File: config.mk
export PLATFORM = sky130hd
export DESIGN_NAME = univ_shift_reg
export DESIGN_NICKNAME = d
export VERILOG_FILES = /design/src/rtl/univ_shreg_pkg.sv /design/src/rtl/shreg_stage.sv /design/src/rtl/univ_shift_reg.sv
export SDC_FILE = /design/constraint.sdc
export NUM_CORES = 1
export LEC_CHECK = 0
export ABC_CLOCK_PERIOD_IN_PS = 1790
export CAP_MARGIN = 10
export CORE_AREA = 10 10 47 49
export DETAILED_ROUTE_END_ITERATION = 10
export DIE_AREA = 0 0 57 59
export PLACE_DENSITY_LB_ADDON = 0.25
export SLEW_MARGIN = 20
export SYNTH_ARGS = -nofsm -noshare
export SYNTH_HDL_FRONTEND = slang
export SYNTH_SLANG_ARGS = --single-unit
File: constraint.sdc
create_clock -name clk -period 1.79 [get_ports clk]
set_input_delay 0.2685 -clock clk [delete_from_list [all_inputs] [get_ports clk]]
set_output_delay 0.2685 -clock clk [all_outputs]
set_load 0.01 [all_outputs]
File: src/rtl/univ_shreg_pkg.sv
// Package for the universal shift register.
// Holds the 2-bit operating-mode encodings and the mode type.
// The top and its per-stage sub-module both import it.
package univ_shreg_pkg;

    typedef logic [1:0] mode_t;

    localparam mode_t MODE_HOLD = 2'b00;
    localparam mode_t MODE_SHR  = 2'b01;
    localparam mode_t MODE_SHL  = 2'b10;
    localparam mode_t MODE_LOAD = 2'b11;

endpackage : univ_shreg_pkg

File: src/rtl/shreg_stage.sv
// One stage of the universal shift register.
// The stage is a WIDTH-bit 4:1 mux (hold / right neighbour / left neighbour /
// parallel slice) feeding a flop with synchronous active-low reset.
// Ports:
//   clk      rising-edge clock
//   rstn     synchronous active-low reset
//   sel_i    effective mode; already forced to HOLD by the top when disabled
//   right_i  value taken on a right shift (stage i+1, or the end-stage input)
//   left_i   value taken on a left shift (stage i-1, or the end-stage input)
//   pin_i    parallel load slice
//   q_o      registered stage value
module shreg_stage
    import univ_shreg_pkg::*;
#(
    parameter int WIDTH = 1
) (
    input  logic             clk,
    input  logic             rstn,
    input  mode_t            sel_i,
    input  logic [WIDTH-1:0] right_i,
    input  logic [WIDTH-1:0] left_i,
    input  logic [WIDTH-1:0] pin_i,
    output logic [WIDTH-1:0] q_o
);

    logic [WIDTH-1:0] stage_d;
    logic [WIDTH-1:0] stage_q;

    // Next-value mux for this stage.
    always_comb begin
        stage_d = stage_q;
        case (sel_i)
            MODE_SHR:  stage_d = right_i;
            MODE_SHL:  stage_d = left_i;
            MODE_LOAD: stage_d = pin_i;
            default:   stage_d = stage_q;
        endcase
    end

    // Stage register with synchronous active-low reset.
    always_ff @(posedge clk) begin
        if (!rstn) begin
            stage_q <= {WIDTH{1'b0}};
        end else begin
            stage_q <= stage_d;
        end
    end

    assign q_o = stage_q;

endmodule : shreg_stage

File: src/rtl/univ_shift_reg.sv
// Universal shift register: DEPTH stages of WIDTH bits with hold, shift
// right, shift left and parallel load; covers SISO, SIPO, PISO and PIPO use.
// A saturating fill counter and full flag track how many stages hold valid
// data since the last reset or load.
// Optional macro UNIV_SHREG_ROTATE_EN adds the rot input: a shift with rot=1
// recirculates the outgoing end stage instead of taking sin and leaves the
// fill counter unchanged.
// Ports:
//   clk       rising-edge clock
//   rstn      synchronous active-low reset (overrides en/mode)
//   en        operation enable; 0 forces hold
//   mode      00 HOLD, 01 SHIFT_RIGHT, 10 SHIFT_LEFT, 11 LOAD
//   rot       (UNIV_SHREG_ROTATE_EN only) rotate on shifts
//   sin       serial input lane
//   pin       parallel data, stage i = pin[i*WIDTH +: WIDTH]
//   sout_r    stage[0] (right-shift serial output)
//   sout_l    stage[DEPTH-1] (left-shift serial output)
//   pout      all stages, stage i at [i*WIDTH +: WIDTH]
//   fill_cnt  valid stages, saturating at DEPTH
//   full      fill_cnt == DEPTH
module univ_shift_reg
    import univ_shreg_pkg::*;
#(
    parameter int WIDTH = 1,
    parameter int DEPTH = 4,
    parameter int CNT_W = $clog2(DEPTH + 1)
) (
    input  logic                   clk,
    input  logic                   rstn,
    input  logic                   en,
    input  logic [1:0]             mode,
`ifdef UNIV_SHREG_ROTATE_EN
    input  logic                   rot,
`endif
    input  logic [WIDTH-1:0]       sin,
    input  logic [WIDTH*DEPTH-1:0] pin,
    output logic [WIDTH-1:0]       sout_r,
    output logic [WIDTH-1:0]       sout_l,
    output logic [WIDTH*DEPTH-1:0] pout,
    output logic [CNT_W-1:0]       fill_cnt,
    output logic                   full
);

    localparam logic [CNT_W-1:0] DEPTH_C = CNT_W'(DEPTH);

    mode_t            eff_mode_s;
    logic             rot_s;
    logic [WIDTH-1:0] shr_in_s;
    logic [WIDTH-1:0] shl_in_s;
    logic [WIDTH-1:0] stage_s [DEPTH];

    logic [CNT_W-1:0] cnt_d;
    logic [CNT_W-1:0] cnt_q;
    logic             full_d;
    logic             full_q;

`ifdef UNIV_SHREG_ROTATE_EN
    assign rot_s = rot;
`else
    assign rot_s = 1'b0;
`endif

    // Disabled operation collapses to HOLD so stages see a single select.
    assign eff_mode_s = en ? mode_t'(mode) : MODE_HOLD;

    // End-stage inputs: rotation feeds back the lane leaving the other end.
    assign shr_in_s = rot_s ? stage_s[0]       : sin;
    assign shl_in_s = rot_s ? stage_s[DEPTH-1] : sin;

    for (genvar i = 0; i < DEPTH; i++) begin : g_stage
        logic [WIDTH-1:0] right_s;
        logic [WIDTH-1:0] left_s;

        if (i == DEPTH - 1) begin : g_right_end
            assign right_s = shr_in_s;
        end else begin : g_right_mid
            assign right_s = stage_s[i+1];
        end

        if (i == 0) begin : g_left_end
            assign left_s = shl_in_s;
        end else begin : g_left_mid
            assign left_s = stage_s[i-1];
        end

        shreg_stage #(
            .WIDTH (WIDTH)
        ) u_stage (
            .clk     (clk),
            .rstn    (rstn),
            .sel_i   (eff_mode_s),
            .right_i (right_s),
            .left_i  (left_s),
            .pin_i   (pin[i*WIDTH +: WIDTH]),
            .q_o     (stage_s[i])
        );

        assign pout[i*WIDTH +: WIDTH] = stage_s[i];
    end

    // Fill counter next state: saturating increment on non-rotating shifts.
    always_comb begin
        cnt_d = cnt_q;
        case (eff_mode_s)
            MODE_SHR, MODE_SHL: begin
                if (rot_s) begin
                    cnt_d = cnt_q;
                end else if (cnt_q < DEPTH_C) begin
                    cnt_d = cnt_q + CNT_W'(1);
                end else begin
                    cnt_d = cnt_q;
                end
            end
            MODE_LOAD: cnt_d = DEPTH_C;
            default:   cnt_d = cnt_q;
        endcase
        full_d = (cnt_d == DEPTH_C);
    end

    // Counter and full flag registers; full is registered so it is a direct flop read.
    always_ff @(posedge clk) begin
        if (!rstn) begin
            cnt_q  <= {CNT_W{1'b0}};
            full_q <= 1'b0;
        end else begin
            cnt_q  <= cnt_d;
            full_q <= full_d;
        end
    end

    assign sout_r   = stage_s[0];
    assign sout_l   = stage_s[DEPTH-1];
    assign fill_cnt = cnt_q;
    assign full     = full_q;

endmodule : univ_shift_reg

==> results of run 1 <==
area by class of cell:
cell class / count / area (µm²) / area share (%)
clock buffers: 3 / 22.5 / 3.13
inverters: 3 / 11.3 / 1.57
multi-input cells: 41 / 278 / 38.6
flip-flops and latches: 8 / 160 / 22.3
well taps: 16 / 20.0 / 2.78
repair buffers: 24 / 228 / 31.7
kinds of logic after synthesis:
| kind of cell | count (synthesis) |
|---|---|
| and+or+nand+nor | 25 |
| AOI/OAI and AO/OA | 13 |
| buffers and inverters | 8 |
| DFF | 8 |
| adders and majority gates | 3 |
tightest hold or removal path, stage by stage (launching register included):
cell,delay [ns]
dfxtp_1,0.36
nand2_1,0.06
o31ai_1,0.05
and2_1,0.11
metal layers:
metal | vias to the layer above | GRT usage [%]
met2 | 14 | 13.2
met3 | 0 | 6.22
met4 | 0 | 2.01
met5 | - | 0
li1 | 246 | -
met1 | 221 | 8.54
power by group:
part           internal (mW)  leakage, nW  switching (mW)
registers              0.187       0.0652         0.00857
clock network         0.0767       0.0138          0.0614
logic                 0.0694        0.214          0.0476
total                  0.333        0.293           0.118
worst paths after layout:
path	from	endpoint	slack [ns]	cells after the start
worst max register to register	fill_cnt[2]	fill_cnt[0]	0.58	3
worst min-delay path	g_stage[3].u_stage.q_o	g_stage[3].u_stage.q_o	0.62	3
worst min register to register	g_stage[3].u_stage.q_o	g_stage[3].u_stage.q_o	0.62	3
worst max-delay path	en	fill_cnt[0]	0.10	6
registers in the layout (all words and copies together), names as in the netlist:
signal and count:
fill_cnt 3, full 1, g_stage.u_stage.q_o 4
stage by stage:
step	TNS (ns)	utilization (%)	total power, mW	worst slack (ns)
after floorplan	0	-	0.253	0.407
after global placement	-0.292	48.7	0.311	-0.102
after detailed placement	-0.399	48.7	0.311	-0.147
after CTS	0	50.3	0.455	0.0924
after global routing	0	51.3	0.481	0.00949
final	0	51.3	0.451	0.103
layout by cell type, fill, tap and decap left out:
cell type and n:
and2_1 6, o21ai_0 2, nor3_1 3, buf_4 5, nand2_1 7, clkdlybuf4s50_1 19
or4b_1 1, dfxtp_1 8, nor3b_1 1, inv_1 3, clkbuf_4 3, a2bb2oi_1 1
nor2_1 5, a221oi_1 4, o21ai_2 1, ha_4 1, o31ai_1 4, nand3_1 2
ha_1 1, o21a_1 1, ha_2 1
==> impl_metrics.json, run 1 <==
{
  "cts_buffer_depth": 2,
  "vias": 481,
  "critPathBufInv": 1,
  "clkLatencyLatePin_ns": 0.25,
  "nNetsFinal": 94,
  "area_growth_pct": 53.7,
  "ys_top_cells_by_count": "dfxtp_1 (8), nand2_1 (7), and2_1 (6), nor2_1 (5)",
  "grt-ovfl-total": 0,
  "fp.dieH_um": 59,
  "synth_ff_type": "dfxtp_1",
  "synthSimpleGateAreaFrac_pct": 26.7,
  "die_area_mm2": 0.00336,
  "fin_crit_ns": 1.69,
  "drt-total-wl_mm": 1.29,
  "drv_cap": 0,
  "synth_top_family_by_area": "simple AND/OR/NAND/NOR gates",
  "cts-buffers-inserted": 3,
  "maxSlewViolCount": 0,
  "syn_nets": 70,
  "seq_area_frac_synth_pct": 34.2,
  "yosysMostFrequentCell": "dfxtp_1",
  "ys_top_cells_by_area": "dfxtp_1 (34%), and2_1 (8.0%), ha_1 (8.0%)",
  "synth_xor_area_share_pct": 0,
  "highest_layer": "met3",
  "cts_root_buf": "clkbuf_4",
  "synth_top_cell_by_area": "dfxtp_1",
  "ys_warn_count": 0,
  "post_cts_resized": 0,
  "grt_pass1_wl_mm": 2.23,
  "port_buffers": 19,
  "synth_edf_count": 0,
  "cts_tree": "built",
  "core_area_mm2": 0.00140,
  "first_pass_iters": 4,
  "crit_path_max_fanout": 4,
  "power_leakage_nw": 0.293,
  "gp_congestion": 0.696,
  "antennaDiodeCount": 0,
  "grt_pass1_vias": 508,
  "ir_drop_mv": 0.393,
  "async_flop_share_pct": 0,
  "hold_class": "flip-flop to flip-flop",
  "crit_slowest_cell": "clkdlybuf4s50_1",
  "tightest_slew_ns": 0.266,
  "grt_max_degree": 9,
  "syn_area_per_cell_um2": 8.21,
  "synthMuxAreaShare_pct": 0,
  "dpl_cell_area_um2": 682,
  "setup_violations": 0,
  "status": "complete, no violations",
  "grt_setup_unrepaired": "no",
  "cp-start-kind": "input pin",
  "synth_compound_area_share_pct": 21.4,
  "drive_gt1_share_pct": 13.9,
  "critPathMaxStageDelay_ns": 0.50,
  "ys_ff_latch": 8,
  "fin_crit_sh_pct": 94.3,
  "max_freq_mhz": 593,
  "final_cell_area_um2": 719,
  "critPathCaptureType": "flip-flop",
  "fillCellCount": 145,
  "fin_worst_skew_ns": 0.00533,
  "synth_cells": 57,
  "grt_usage_pct": 8.29,
  "netlist_area_um2": 468,
  "powerDensity_mw_per_mm2": 626,
  "postRouteAntennaNets": 0,
  "wl_met2_um": 613,
  "drc": 0,
  "avgViaCountPerCell": 5.06,
  "fin_cells": 95,
  "rows": 14,
  "relSlewSlack_pct": 82.3,
  "worst-endpoint-required_ns": 1.98,
  "start_util_pct": 33.4,
  "drt-initial-drc-count": 4,
  "wl_per_cell_um": 13.6,
  "htree_levels": 1,
  "wl_met3_um": 116,
  "path_clk_slew_ns": 0.06,
  "io_pins": 20,
  "ys_types": 18,
  "crit_type": "input pin to flip-flop",
  "path_cells": "clkdlybuf4s50_1 > nand2_1 > ha_4 > or4b_1 > nand3_1 > and2_1",
  "cts_sinks": 8,
  "post_cts.repair.setup_buffers": 0,
  "synthAdderAreaFrac_pct": 8.02,
  "met1_length_um": 557,
  "placed_cells": 92,
  "holdWs_ns": 0.623,
  "dieWidth_um": 57,
  "hold_viol": 0,
  "crit_family": "simple AND/OR/NAND/NOR gates",
  "antenna_found_initial": 0,
  "synth_top_area_share_pct": 34.2,
  "cp_data_arrival_time_ns": 1.88,
  "postCtsHoldBufs": 0
}
(Power assumes the default switching activity.)
==> run 2: changes to the inputs <==
Settings changed: SETUP_SLACK_MARGIN set to 0.5.
==> impl_metrics.json, run 2 (synthesis gave the netlist of run 1 again) <==
{
  "grt_usage_pct": 7.59,
  "cp_data_arrival_time_ns": 1.42,
  "dpl.hpwl_um": 940,
  "htree_levels": 1,
  "multi_input_area_um2": 319,
  "worst-endpoint-required_ns": 1.98,
  "drive_gt1_share_pct": 27.5,
  "fin_crit_ns": 1.23,
  "rows": 14,
  "comb_power_share_pct": 26.4,
  "crit_path_max_fanout": 3,
  "cts_tree": "built",
  "antennaDiodeCount": 0,
  "power.internal_mw": 0.328,
  "grt_setup_unrepaired": "no",
  "regArea_um2": 161,
  "p_sw_share_pct": 26.4,
  "hold_viol": 0,
  "status": "complete, no violations",
  "path_cells": "buf_2 > nand2_2 > ha_4 > or4b_4 > nand3_2 > and2_1",
  "critPathMaxStageDelay_ns": 0.45,
  "mostFrequentLayoutCells": "dlygate4sd2_1 (10), dfxtp_1 (7), and2_1 (6), buf_4 (6)",
  "wl_met2_um": 580,
  "cts_buffer_depth": 2,
  "wl_per_cell_um": 13.0,
  "gp_congestion": 0.760,
  "critPathBufInv": 1,
  "die_area_mm2": 0.00336,
  "met1_length_um": 542,
  "postRouteAntennaNets": 0,
  "cts_sinks": 8,
  "drt-initial-drc-count": 1,
  "relSlewSlack_pct": 83.0,
  "core_area_mm2": 0.00140,
  "nNetsFinal": 95,
  "powerDensity_mw_per_mm2": 600,
  "power_leakage_nw": 0.373,
  "dieWidth_um": 57,
  "area_growth_pct": 59.1,
  "fin_worst_skew_ns": 0.00491,
  "cts-buffers-inserted": 3,
  "critPathCaptureType": "flip-flop",
  "io_pins": 20,
  "place_ws_ns": -0.124,
  "start_util_pct": 33.4,
  "avgViaCountPerCell": 4.85,
  "maxSlewViolCount": 0,
  "largest_reg_flops": 4,
  "antenna_found_initial": 0,
  "utilization_pct": 53.1,
  "drt-total-wl_mm": 1.25,
  "grt_max_degree": 9,
  "seqPwrFrac_pct": 43.8,
  "cp-start-kind": "input pin",
  "tightest_slew_ns": 0.256,
  "ir_drop_mv": 0.309,
  "crit_type": "input pin to flip-flop",
  "crit_slowest_cell": "or4b_4",
  "fin_crit_sh_pct": 68.8,
  "fin_ws_ns": 0.559,
  "fillCellCount": 144,
  "first_pass_iters": 3,
  "port_buffers": 19,
  "hold_class": "input pin to flip-flop",
  "fp.dieH_um": 59,
  "max_freq_mhz": 812,
  "power.total_mw": 0.446,
  "cts_root_buf": "clkbuf_4",
  "post_cts.repair.setup_buffers": 0,
  "crit_family": "simple AND/OR/NAND/NOR gates",
  "highest_layer": "met3",
  "setup_violations": 0,
  "drv_cap": 0,
  "grt_pass1_vias": 500,
  "drc": 0,
  "path_clk_slew_ns": 0.05,
  "vias": 466,
  "p_switching_mw": 0.118,
  "wl_met3_um": 127,
  "pwr-share-clk_pct": 29.8,
  "grt-ovfl-total": 0,
  "setup_tns_ns": 0,
  "clkLatencyLatePin_ns": 0.25,
  "grt_pass1_wl_mm": 2.13,
  "final_common_cell": "dlygate4sd2_1"
}
[run 2: cell types whose count changed in the layout (fill, tap and decap cells not counted), sizes merged]
cell	change
clkdlybuf4s50	-14
buf	+3
dlymetal6s2s	+1
dlygate4sd2	+10
clkbuf	+1
[run 2: path summary, 6_finish.rpt]
kind	start	end	slack, ns	depth (start not counted)
setup reg to reg	fill_cnt[0]	full	0.63	4
hold reg to reg	fill_cnt[2]	fill_cnt[2]	0.62	2
setup / recovery	en	fill_cnt[0]	0.56	6
hold / removal	rstn	g_stage[0].u_stage.q_o	0.41	2
[run 2: area by class of cell]
| cell class | instances | share of cell area [%] |
|---|---|---|
| multi-input cells | 41 | 42.9 |
| flip-flops and latches | 8 | 21.7 |
| well taps | 16 | 2.69 |
| repair buffers | 25 | 28.2 |
| inverters | 3 | 1.51 |
| clock buffers | 3 | 3.03 |
[run 2: power groups by stage]
stage                     registers, mW  logic, mW  clock network, mW
after global routing              0.197      0.132              0.147
after detailed placement          0.199      0.122                  0
after global placement            0.199      0.122                  0
after CTS                         0.195      0.114              0.139
final                             0.195      0.118              0.133
after floorplan                   0.201     0.0566                  0
[run 2: repair_timing]
action | CTS | global route
gates resized for setup | 20 | 8
hold buffers | 0 | 0
endpoints found under the setup margin | 18 | 6
endpoints found under the hold margin | 0 | 0
pin swaps | 2 | 1
[run 2: stage by stage]
| step | cells | hold slack [ns] | instance area (µm²) |
|---|---|---|---|
| after floorplan | 57 | 0.390 | 493 |
| after detailed placement | 93 | 0.613 | 714 |
| after CTS | 96 | 0.593 | 722 |
| after global placement | 93 | 0.597 | 714 |
| after global routing | 96 | 0.451 | 744 |
| final | 96 | 0.406 | 744 |
[run 2: worst reg2reg max path, stage by stage, from the launching register on]
cell and delay [ns]:
dfxtp_1 0.40, ha_1 0.26, o21ai_0 0.14, a2bb2oi_1 0.10, nor3b_1 0.18
[run 2: per-layer routing]
metal / vias up / GRT usage (%)
met5: - / 0
met4: 0 / 3.02
met3: 0 / 4.29
met2: 13 / 12.2
met1: 205 / 8.02
li1: 248 / -
==> run 3: changes to the inputs <==
Settings changed: ABC_CLOCK_PERIOD_IN_PS 1790 to 1100, CORE_AREA 10 10 47 49 to unset, CORE_MARGIN set to 10, CORE_UTILIZATION set to 35, DIE_AREA 0 0 57 59 to unset.
Clock period 1.79 ns to 1.1 ns, I/O delays scaled along.
==> impl_metrics.json, run 3 (synthesis gave the netlist of run 1 again) <==
{
  "io_pins": 20,
  "avgViaCountPerCell": 5.06,
  "utilization_pct": 71.6,
  "worst-endpoint-required_ns": 1.30,
  "grt_usage_pct": 9.73,
  "r2r-end": "fill_cnt[0]",
  "power_leakage_nw": 0.414,
  "antenna_found_initial": 0,
  "start_util_pct": 36.4,
  "relSlewSlack_pct": 83.0,
  "r2r-start": "fill_cnt[0]",
  "drive_gt1_share_pct": 64.0,
  "powerDensity_mw_per_mm2": 894,
  "rows": 13,
  "drc": 0,
  "critPathMaxStageDelay_ns": 0.51,
  "r2r_setup_slack_ns": -0.02,
  "antennaDiodeCount": 0,
  "place_ws_ns": -0.706,
  "die_area_mm2": 0.00320,
  "crit_family": "simple AND/OR/NAND/NOR gates",
  "status": "finished, violations left",
  "dpl_cell_area_um2": 767,
  "crit_slowest_cell": "or4b_4",
  "drt-initial-drc-count": 5,
  "cts_tree": "built",
  "fin_worst_skew_ns": 0.00921,
  "wl_per_cell_um": 15.0,
  "violations": "setup timing",
  "final_cell_area_um2": 920,
  "drv_cap": 0,
  "tightest_slew_ns": 0.255,
  "dpl.hpwl_mm": 1.02,
  "placed_cells": 96,
  "r2r_cells": 3,
  "fin_crit_ns": 1.12,
  "vias": 526,
  "first_pass_iters": 3,
  "gp_congestion": 0.754,
  "regArea_um2": 175,
  "multi_input_area_um2": 387,
  "grt_setup_unrepaired": "yes",
  "hold_class": "input pin to flip-flop",
  "fin_cells": 104,
  "grt_pass1_wl_mm": 2.51,
  "ir_drop_mv": 0.449,
  "setup_violations": 3,
  "dieWidth_um": 56.6,
  "critPathBufInv": 0,
  "mostFrequentLayoutCells": "buf_4 (13), buf_6 (11), and2_1 (6), dfxtp_2 (6), clkdlybuf4s50_1 (6)",
  "maxSlewViolCount": 0,
  "endpoint": "fill_cnt[0]",
  "path_cells": "or4b_4 > nand3_2 > and2_1",
  "port_buffers": 19,
  "cts_buffer_depth": 2,
  "setup_tns_ns": -0.0343,
  "grt_max_degree": 9,
  "cts_sinks": 8,
  "fillCellCount": 100,
  "fin_ws_ns": -0.0179,
  "max_freq_mhz": 895,
  "cts_root_buf": "clkbuf_4",
  "largest_reg_flops": 4,
  "crit_type": "flip-flop to flip-flop",
  "fin_crit_sh_pct": 102,
  "cts-buffers-inserted": 3,
  "path_clk_slew_ns": 0.06,
  "hold_viol": 0,
  "cp-start-kind": "flip-flop",
  "cp_data_arrival_time_ns": 1.32,
  "postCtsHoldBufs": 0,
  "nNetsFinal": 104,
  "cp.depth": 3,
  "crit_path_max_fanout": 5,
  "grt_pass1_vias": 610,
  "postRouteAntennaNets": 0,
  "htree_levels": 1,
  "grt-ovfl-total": 0,
  "crit_start": "fill_cnt[0]",
  "core_area_mm2": 0.00128,
  "clkLatencyLatePin_ns": 0.26,
  "area_growth_pct": 96.5,
  "drt-total-wl_mm": 1.56,
  "final_common_cell": "buf_4",
  "critPathCaptureType": "flip-flop",
  "fp.dieH_um": 56.6
}
[run 3: cell type report]
cell class	count	share of cell area, %
timing repair buffer	34	33.2
inverter	3	1.22
clock buffer	3	2.45
sequential	8	19.0
multi-input combinational	41	42.0
tap	15	2.04
[run 3: through the flow]
step	hold slack, ns	power [mW]
after floorplan	0.286	0.426
after global placement	0.570	0.532
after detailed placement	0.573	0.534
after CTS	0.522	0.812
after global routing	0.538	0.866
final	0.507	0.822
[run 3: worst min path at each step]
stage | startpoint | to | slack, ns | depth (start not counted)
2_1_floorplan | rstn | g_stage[0].u_stage.q_o | 0.29 | 1
6_report | mode[0] | g_stage[0].u_stage.q_o | 0.51 | 5
5_1_grt | mode[0] | g_stage[0].u_stage.q_o | 0.54 | 5
3_3_place_gp | g_stage[1].u_stage.q_o | g_stage[1].u_stage.q_o | 0.57 | 3
4_1_cts | mode[0] | g_stage[1].u_stage.q_o | 0.52 | 6
3_5_place_dp | g_stage[0].u_stage.q_o | g_stage[0].u_stage.q_o | 0.57 | 3
[run 3: power breakdown]
group	switching, mW	total [mW]	internal [mW]
Combinational	0.113	0.264	0.151
Clock	0.111	0.236	0.126
Sequential	0.0179	0.322	0.304
[run 3: timing repair]
action,in CTS,in global routing
setup endpoints to repair,18,18
gates resized for setup,74,6
buffers inserted,4,1
pin swaps,14,7
[run 3: worst reg2reg max path: stages, from the launching register on]
cell	delay [ns]
dfxtp_2	0.35
or4b_4	0.51
nand3_2	0.08
and2_1	0.12
[run 3: layer usage]
metal	vias to the layer above	wire length [µm]	track usage, %
met4	0	9	3.09
met5	-	0	0
li1	265	-	-
met2	11	863	17.7
met3	2	100	5.17
met1	248	581	8.99
